<file path="config.mk">
export PLATFORM = sky130hd
export DESIGN_NAME = wash_panel_ctrl
export DESIGN_NICKNAME = d
export VERILOG_FILES = /design/src/rtl/wash_pkg.sv /design/src/rtl/wash_sec_tick.sv /design/src/rtl/wash_panel_ctrl.sv
export SDC_FILE = /design/constraint.sdc
export NUM_CORES = 1
export LEC_CHECK = 0
export ABC_AREA = 1
export CORE_MARGIN = 10
export CORE_UTILIZATION = 52
export DETAILED_ROUTE_END_ITERATION = 7
export GPL_ROUTABILITY_DRIVEN = 0
export PLACE_DENSITY = 0.88
export SYNTH_ARGS = -nofsm -noshare
export SYNTH_HDL_FRONTEND = slang
export SYNTH_HIERARCHICAL = 1
export SYNTH_SLANG_ARGS = --single-unit
export TNS_END_PERCENT = 5
</file>
<file path="constraint.sdc">
create_clock -name clk -period 2.1 [get_ports clk]
set_input_delay 0.42 -clock clk [delete_from_list [all_inputs] [get_ports clk]]
set_output_delay 0.42 -clock clk [all_outputs]
set_load 0.03 [all_outputs]
</file>
<file path="src/rtl/wash_pkg.sv">
// Shared definitions for the wash panel: state encoding, program codes and
// program durations in seconds.
package wash_pkg;

  localparam int REMAIN_W = 12;

  typedef enum logic [2:0] {
    ST_IDLE     = 3'd0,
    ST_ARMED    = 3'd1,
    ST_RUNNING  = 3'd2,
    ST_PAUSED   = 3'd3,
    ST_COMPLETE = 3'd4,
    ST_FAULT    = 3'd5
  } panel_state_t;

  typedef enum logic [1:0] {
    PROG_NORMAL = 2'b00,
    PROG_DOUBLE = 2'b01,
    PROG_DRY    = 2'b10,
    PROG_ALIAS  = 2'b11
  } prog_t;

  // Phase durations in seconds
  localparam int FILL_SEC  = 60;
  localparam int WASH_SEC  = 300;
  localparam int RINSE_SEC = 300;
  localparam int SPIN_SEC  = 120;
  localparam int DRY_SEC   = 600;
  localparam int STEAM_SEC = 600;

  // Program totals: a double wash repeats the wash and rinse phases
  localparam int NORMAL_TOTAL = FILL_SEC + WASH_SEC + RINSE_SEC + SPIN_SEC + DRY_SEC;
  localparam int DOUBLE_TOTAL = NORMAL_TOTAL + WASH_SEC + RINSE_SEC;
  localparam int DRY_TOTAL    = STEAM_SEC;

  // Code 11 is not a real program and behaves as normal
  function automatic logic [1:0] prog_normalize(input logic [1:0] p);
    return (p == PROG_ALIAS) ? PROG_NORMAL : p;
  endfunction

  function automatic logic [REMAIN_W-1:0] prog_duration(input logic [1:0] p);
    logic [REMAIN_W-1:0] d;
    case (p)
      PROG_DOUBLE: d = REMAIN_W'(DOUBLE_TOTAL);
      PROG_DRY:    d = REMAIN_W'(DRY_TOTAL);
      default:     d = REMAIN_W'(NORMAL_TOTAL);
    endcase
    return d;
  endfunction

endpackage

</file>
<file path="src/rtl/wash_sec_tick.sv">
// Seconds prescaler: counts enabled clocks and emits a one-cycle tick on the
// last clock of each second. Holds its count while disabled.
module wash_sec_tick #(
  parameter int CLKS_PER_SEC = 1
) (
  input  logic clk,
  input  logic rst,
  input  logic en,
  input  logic clr,
  output logic tick
);

  localparam int CNT_W = (CLKS_PER_SEC > 1) ? $clog2(CLKS_PER_SEC) : 1;

  logic [CNT_W-1:0] cnt_reg;

  assign tick = en && (cnt_reg == CNT_W'(CLKS_PER_SEC - 1));

  // Count enabled cycles, wrapping at the end of each second
  always_ff @(posedge clk or posedge rst) begin
    if (rst) begin
      cnt_reg <= '0;
    end else if (clr) begin
      cnt_reg <= '0;
    end else if (en) begin
      cnt_reg <= tick ? '0 : cnt_reg + 1'b1;
    end
  end

endmodule

</file>
<file path="src/rtl/wash_panel_ctrl.sv">
// Front-panel command sequencer for the washing machine: latches the program,
// issues the start pulse, handles pause/resume, counts down the remaining
// seconds and holds the door lock. Every output is registered.
// Optional watchdog: define WASH_PANEL_TIMEOUT_EN to flag a fault when the
// machine never reports done within TIMEOUT_SEC seconds after the countdown ends.
module wash_panel_ctrl
  import wash_pkg::*;
#(
  parameter int CLKS_PER_SEC = 1,
  parameter int START_PULSE  = 2
`ifdef WASH_PANEL_TIMEOUT_EN
  ,
  parameter int TIMEOUT_SEC  = 30
`endif
) (
  input  logic                clk,
  input  logic                rst,
  input  logic                start_btn,
  input  logic                pause_btn,
  input  logic [1:0]          prog_sel,
  input  logic                done_in,
  output logic                start_out,
  output logic                double_wash_out,
  output logic                dry_wash_out,
  output logic                time_pause_out,
  output logic                door_lock,
  output logic [REMAIN_W-1:0] remaining_sec,
  output logic [2:0]          state_out,
  output logic                fault
);

  panel_state_t        state_reg, state_next;
  logic [1:0]          prog_reg, prog_next;
  logic [REMAIN_W-1:0] remaining_reg, remaining_next;
  logic [3:0]          pulse_reg, pulse_next;
  logic                done_prev_reg;
  logic                done_rise;
  logic                presc_en, presc_clr, sec_tick;
  logic                active_next;
  logic                start_out_reg, double_wash_reg, dry_wash_reg;
  logic                time_pause_reg, door_lock_reg;

`ifdef WASH_PANEL_TIMEOUT_EN
  localparam int WD_W = $clog2(TIMEOUT_SEC + 1);
  logic [WD_W-1:0] wd_reg, wd_next;
  logic            fault_reg;
`endif

  // Only a fresh low-to-high transition of done counts, so a done left high
  // from a previous run cannot end a new one
  assign done_rise = done_in && !done_prev_reg;

  // The second counter only advances on cycles that stay in RUNNING
  assign presc_en = (state_reg == ST_RUNNING) && !done_rise && !pause_btn;

  wash_sec_tick #(
    .CLKS_PER_SEC(CLKS_PER_SEC)
  ) u_sec_tick (
    .clk  (clk),
    .rst  (rst),
    .en   (presc_en),
    .clr  (presc_clr),
    .tick (sec_tick)
  );

  // Next-state, countdown and watchdog decisions
  always_comb begin
    state_next     = state_reg;
    prog_next      = prog_reg;
    remaining_next = remaining_reg;
    pulse_next     = pulse_reg;
    presc_clr      = 1'b0;
`ifdef WASH_PANEL_TIMEOUT_EN
    wd_next        = wd_reg;
`endif
    case (state_reg)
      ST_IDLE, ST_COMPLETE: begin
        if (start_btn) begin
          prog_next      = prog_normalize(prog_sel);
          remaining_next = prog_duration(prog_sel);
          pulse_next     = '0;
          presc_clr      = 1'b1;
          state_next     = ST_ARMED;
`ifdef WASH_PANEL_TIMEOUT_EN
          wd_next        = '0;
`endif
        end
      end
      ST_ARMED: begin
        if (pulse_reg == 4'(START_PULSE - 1)) begin
          state_next = ST_RUNNING;
        end else begin
          pulse_next = pulse_reg + 4'd1;
        end
      end
      ST_RUNNING: begin
        if (done_rise) begin
          state_next     = ST_COMPLETE;
          remaining_next = '0;
        end else if (pause_btn) begin
          state_next = ST_PAUSED;
        end else if (sec_tick) begin
          if (remaining_reg != '0) begin
            remaining_next = remaining_reg - 1'b1;
          end else begin
`ifdef WASH_PANEL_TIMEOUT_EN
            wd_next = wd_reg + 1'b1;
            if (wd_next == WD_W'(TIMEOUT_SEC)) begin
              state_next = ST_FAULT;
            end
`endif
          end
        end
      end
      ST_PAUSED: begin
        if (done_rise) begin
          state_next     = ST_COMPLETE;
          remaining_next = '0;
        end else if (pause_btn) begin
          state_next = ST_RUNNING;
        end
      end
      default: begin
        state_next = state_reg;
      end
    endcase
    active_next = (state_next == ST_ARMED) || (state_next == ST_RUNNING) ||
                  (state_next == ST_PAUSED);
  end

  // State, program, countdown and edge-detector registers
  always_ff @(posedge clk or posedge rst) begin
    if (rst) begin
      state_reg     <= ST_IDLE;
      prog_reg      <= '0;
      remaining_reg <= '0;
      pulse_reg     <= '0;
      done_prev_reg <= 1'b0;
    end else begin
      state_reg     <= state_next;
      prog_reg      <= prog_next;
      remaining_reg <= remaining_next;
      pulse_reg     <= pulse_next;
      done_prev_reg <= done_in;
    end
  end

  // Machine command outputs registered from the next-state decode
  always_ff @(posedge clk or posedge rst) begin
    if (rst) begin
      start_out_reg   <= 1'b0;
      double_wash_reg <= 1'b0;
      dry_wash_reg    <= 1'b0;
      time_pause_reg  <= 1'b0;
      door_lock_reg   <= 1'b0;
    end else begin
      start_out_reg   <= (state_next == ST_ARMED);
      double_wash_reg <= active_next && (prog_next == PROG_DOUBLE);
      dry_wash_reg    <= active_next && (prog_next == PROG_DRY);
      time_pause_reg  <= (state_next == ST_PAUSED);
      door_lock_reg   <= active_next;
    end
  end

`ifdef WASH_PANEL_TIMEOUT_EN
  // Watchdog counter and sticky fault flag
  always_ff @(posedge clk or posedge rst) begin
    if (rst) begin
      wd_reg    <= '0;
      fault_reg <= 1'b0;
    end else begin
      wd_reg    <= wd_next;
      fault_reg <= (state_next == ST_FAULT);
    end
  end
  assign fault = fault_reg;
`else
  assign fault = 1'b0;
`endif

  assign start_out       = start_out_reg;
  assign double_wash_out = double_wash_reg;
  assign dry_wash_out    = dry_wash_reg;
  assign time_pause_out  = time_pause_reg;
  assign door_lock       = door_lock_reg;
  assign remaining_sec   = remaining_reg;
  assign state_out       = state_reg;

endmodule
</file>
==> flow_summary.toml, run 1 <==
[floorplan]
ios = 28
dieWidth_um = 77.5
die-area_sq_mm = 0.00600
start_util_pct = 55.4
die_h_um = 77.5
core_area_sq_mm = 0.00310
num_rows = 20

[pwr]
power_leakage_nw = 1.06
finalPower_mw = 0.992
powerDensity_mw_per_mm2 = 483
ir_drop_mv = 0.376

[logic_synthesis]
synth_xor_xnor_area_share_pct = 1.53
synth_mux_area_share_pct = 0.583
synth_top_area_share_pct = 40.8
synth_top_family_by_area = "simple AND/OR/NAND/NOR gates"
synth_warnings = 6
synth_compound_area_share_pct = 4.15
yosys.area_share.simple_pct = 37.9
yosysTopAreaCell = "dfrtp_1"
ys_seq_area_share_pct = 40.8
synth.distinct_cells = 26
synthAdderAreaFrac_pct = 5.83
yosys_register_bits = 28
syn-mean-instance-area_sq_um = 7.34
syn-num-nets = 249
yosys-top-cells-area = "dfrtp_1, nand2_1, nor2_1"
netlist_instances = 234
synthesis.area_sq_mm = 0.00172

[drt]
via_per_inst = 5.00
wire_per_inst_um = 12.4
drtIter0Drc = 146
dr.pass1.iters = 5
drc = 0
ant_nets = 0
num_vias = 1540
wirelength_um = 3820

[place]
hpwlAfterDp_um = 2930
portBuffers = 26

[clock_tree]
clk_pin_slew_worst_paths_ns = 0.14
cts_resized = 0
clockBufferDepth = 2
clock_sink_count = 28
cts-root-buf = "clkbuf_4"
h-tree-depth = 1
hold_buffers = 0
clk_latency_ns = 0.32
numCtsBuffers = 3
post_cts_buffers = 0
cts_tree = "built"

[layout]
area_delta_synth_final_pct = 19.4
antenna_cells = 0
layout-drive-gt1-share_pct = 11.0
largest_reg_flops = 12
nNetsFinal = 281

[sta]
setup_viol = 0
holdWs_ns = 0.263
clock.fmax_ghz = 0.500
rsz0062_at_grt = "no"
tns_ns = 0
post-route-min-period_ns = 2.00
slew_violations = 0
hold_violations = 0
fin_worst_skew_ns = 0.00963
timing.final.crit_share_pct = 95.2

[worst_setup_path]
r2r_slack_ns = 0.27
crit_chain = "clkdlybuf4s50_1"
cp-end-kind = "output port"
slowest_stage = "clkdlybuf4s50_1"
crit_type = "reg2out"
crit_path_max_incr_delay_ns = 0.74
cp_num_buf_inv = 1
arrival_ns = 1.58
r2r-start = "state_out[2]$_DFF_PP0_"
reg2reg_depth = 13
crit_fanout = 7
required_ns = 1.68
crit_family = "buffers and inverters"
reg2reg_to = "remaining_sec[1]$_DFFE_PP0P_"
critPathLaunchType = "flop"

[outcome]
outcome = "finished, final reports clean"

[grt]
grt_antenna_before_repair = 0
track_usage_pct = 12.8
grt_pass1_vias = 1474
grt_overflow = 0
grt_max_degree = 28
grt_pass1_wl_um = 6520

[flow_run]
max-cap-violations = 0

[worst_hold_path]
hp-class = "in2async"
[layer usage]
layer	share of wire, %	GRT usage [%]
met1	41	13.5
met2	51	23.3
met3	7.4	4.26
met4	1.4	3.83
met5	0	0
[per-stage QoR]
| stage | cell area (sq um) | instances | utilization, % | worst slack, ns |
|---|---|---|---|---|
| 5_1_grt | 2050 | 308 | 66.1 | 0.0420 |
| 3_3_place_gp | 2030 | 305 | 65.4 | 0.0246 |
| 3_5_place_dp | 2030 | 305 | 65.4 | -0.0377 |
| 2_1_floorplan | 1720 | 234 | - | 0.179 |
| 4_1_cts | 2050 | 308 | 66.1 | 0.102 |
| 6_report | 2050 | 308 | 66.1 | 0.101 |
[synth_stat cells]
| master | instances |
|---|---|
| nand2_1 | 78 |
| nor2_1 | 30 |
| dfrtp_1 | 28 |
| inv_1 | 28 |
| nand3_1 | 17 |
| ha_1 | 8 |
| nand2_2 | 7 |
| o21ai_0 | 7 |
| buf_6 | 3 |
| nand3_2 | 3 |
| nor2_2 | 3 |
| inv_2 | 2 |
| nor2_4 | 2 |
| nor3_1 | 2 |
| o21bai_1 | 2 |
| o22ai_1 | 2 |
| or2_2 | 2 |
| xor2_1 | 2 |
| and2_1 | 1 |
| buf_4 | 1 |
| conb_1 | 1 |
| mux2i_1 | 1 |
| nand2_4 | 1 |
| nand4_1 | 1 |
| o21ai_2 | 1 |
| xnor2_1 | 1 |
[cell type report]
class,count,area [sq um]
inverter,30,113
fill,304,1050
multi-input combinational,172,863
clock buffer,3,22.5
tap,44,55.1
timing repair buffer,31,298
sequential,28,701
[placed cells by master (no fill, tap or decap)]
master           instances
and2_1                   1
buf_4                    5
clkbuf_4                 3
clkdlybuf4s50_1         26
conb_1                   1
dfrtp_1                 28
ha_1                     8
inv_1                   28
inv_2                    2
mux2i_1                  1
nand2_1                 78
nand2_2                  7
nand2_4                  1
nand3_1                 17
nand3_2                  3
nand4_1                  1
nor2_1                  30
nor2_2                   3
nor2_4                   2
nor3_1                   2
o21ai_0                  7
o21ai_2                  1
o21bai_1                 2
o22ai_1                  2
or2_2                    2
xnor2_1                  1
xor2_1                   2
[worst max-delay path by stage]
stage	from	to	depth (start not counted)
6_report	state_out[1]$_DFF_PP0_	state_out[1]	1
5_1_grt	state_out[1]$_DFF_PP0_	state_out[1]	1
4_1_cts	state_out[1]$_DFF_PP0_	state_out[1]	1
3_5_place_dp	done_in	remaining_sec[9]$_DFFE_PP0P_	13
3_3_place_gp	done_in	remaining_sec[1]$_DFFE_PP0P_	13
2_1_floorplan	state_out[0]$_DFF_PP0_	remaining_sec[11]$_DFFE_PP0P_	15
[cells by family after synthesis]
| logic type | after synthesis |
|---|---|
| AND/OR/NAND/NOR | 147 |
| buffers and inverters | 34 |
| XOR/XNOR | 3 |
| multiplexers | 1 |
| other | 1 |
| adder cells (fa/ha/maj) | 8 |
| flip-flops | 28 |
| AO/OA/AOI/OAI | 12 |
[where the power goes]
part	switching (mW)	total, mW	leakage (nW)	internal, mW
sequential	0.0301	0.588	0.333	0.558
clock	0.148	0.216	0.0138	0.0673
combinational	0.112	0.188	0.715	0.0766
total	0.290	0.992	1.06	0.702
No activity file was read; power rests on OpenSTA's default activity.
==> inputs of run 2 (changes only) <==
--- a/config.mk
+++ b/config.mk
@@ -11,6 +11,7 @@
 export DETAILED_ROUTE_END_ITERATION = 7
 export GPL_ROUTABILITY_DRIVEN = 0
 export PLACE_DENSITY = 0.88
+export SKIP_LAST_GASP = 1
 export SYNTH_ARGS = -nofsm -noshare
 export SYNTH_HDL_FRONTEND = slang
 export SYNTH_HIERARCHICAL = 1
==> results of run 2 <==
No change in the layout: final DEF, timing and power equal those of run 1.
==> inputs of run 3 (changes only) <==
--- a/config.mk
+++ b/config.mk
@@ -8,6 +8,7 @@
 export ABC_AREA = 1
 export CORE_MARGIN = 10
 export CORE_UTILIZATION = 52
+export CTS_BUF_LIST = sky130_fd_sc_hd__clkbuf_4
 export DETAILED_ROUTE_END_ITERATION = 7
 export GPL_ROUTABILITY_DRIVEN = 0
 export PLACE_DENSITY = 0.88
==> results of run 3 <==
No change in the layout: final DEF, timing and power equal those of run 1.
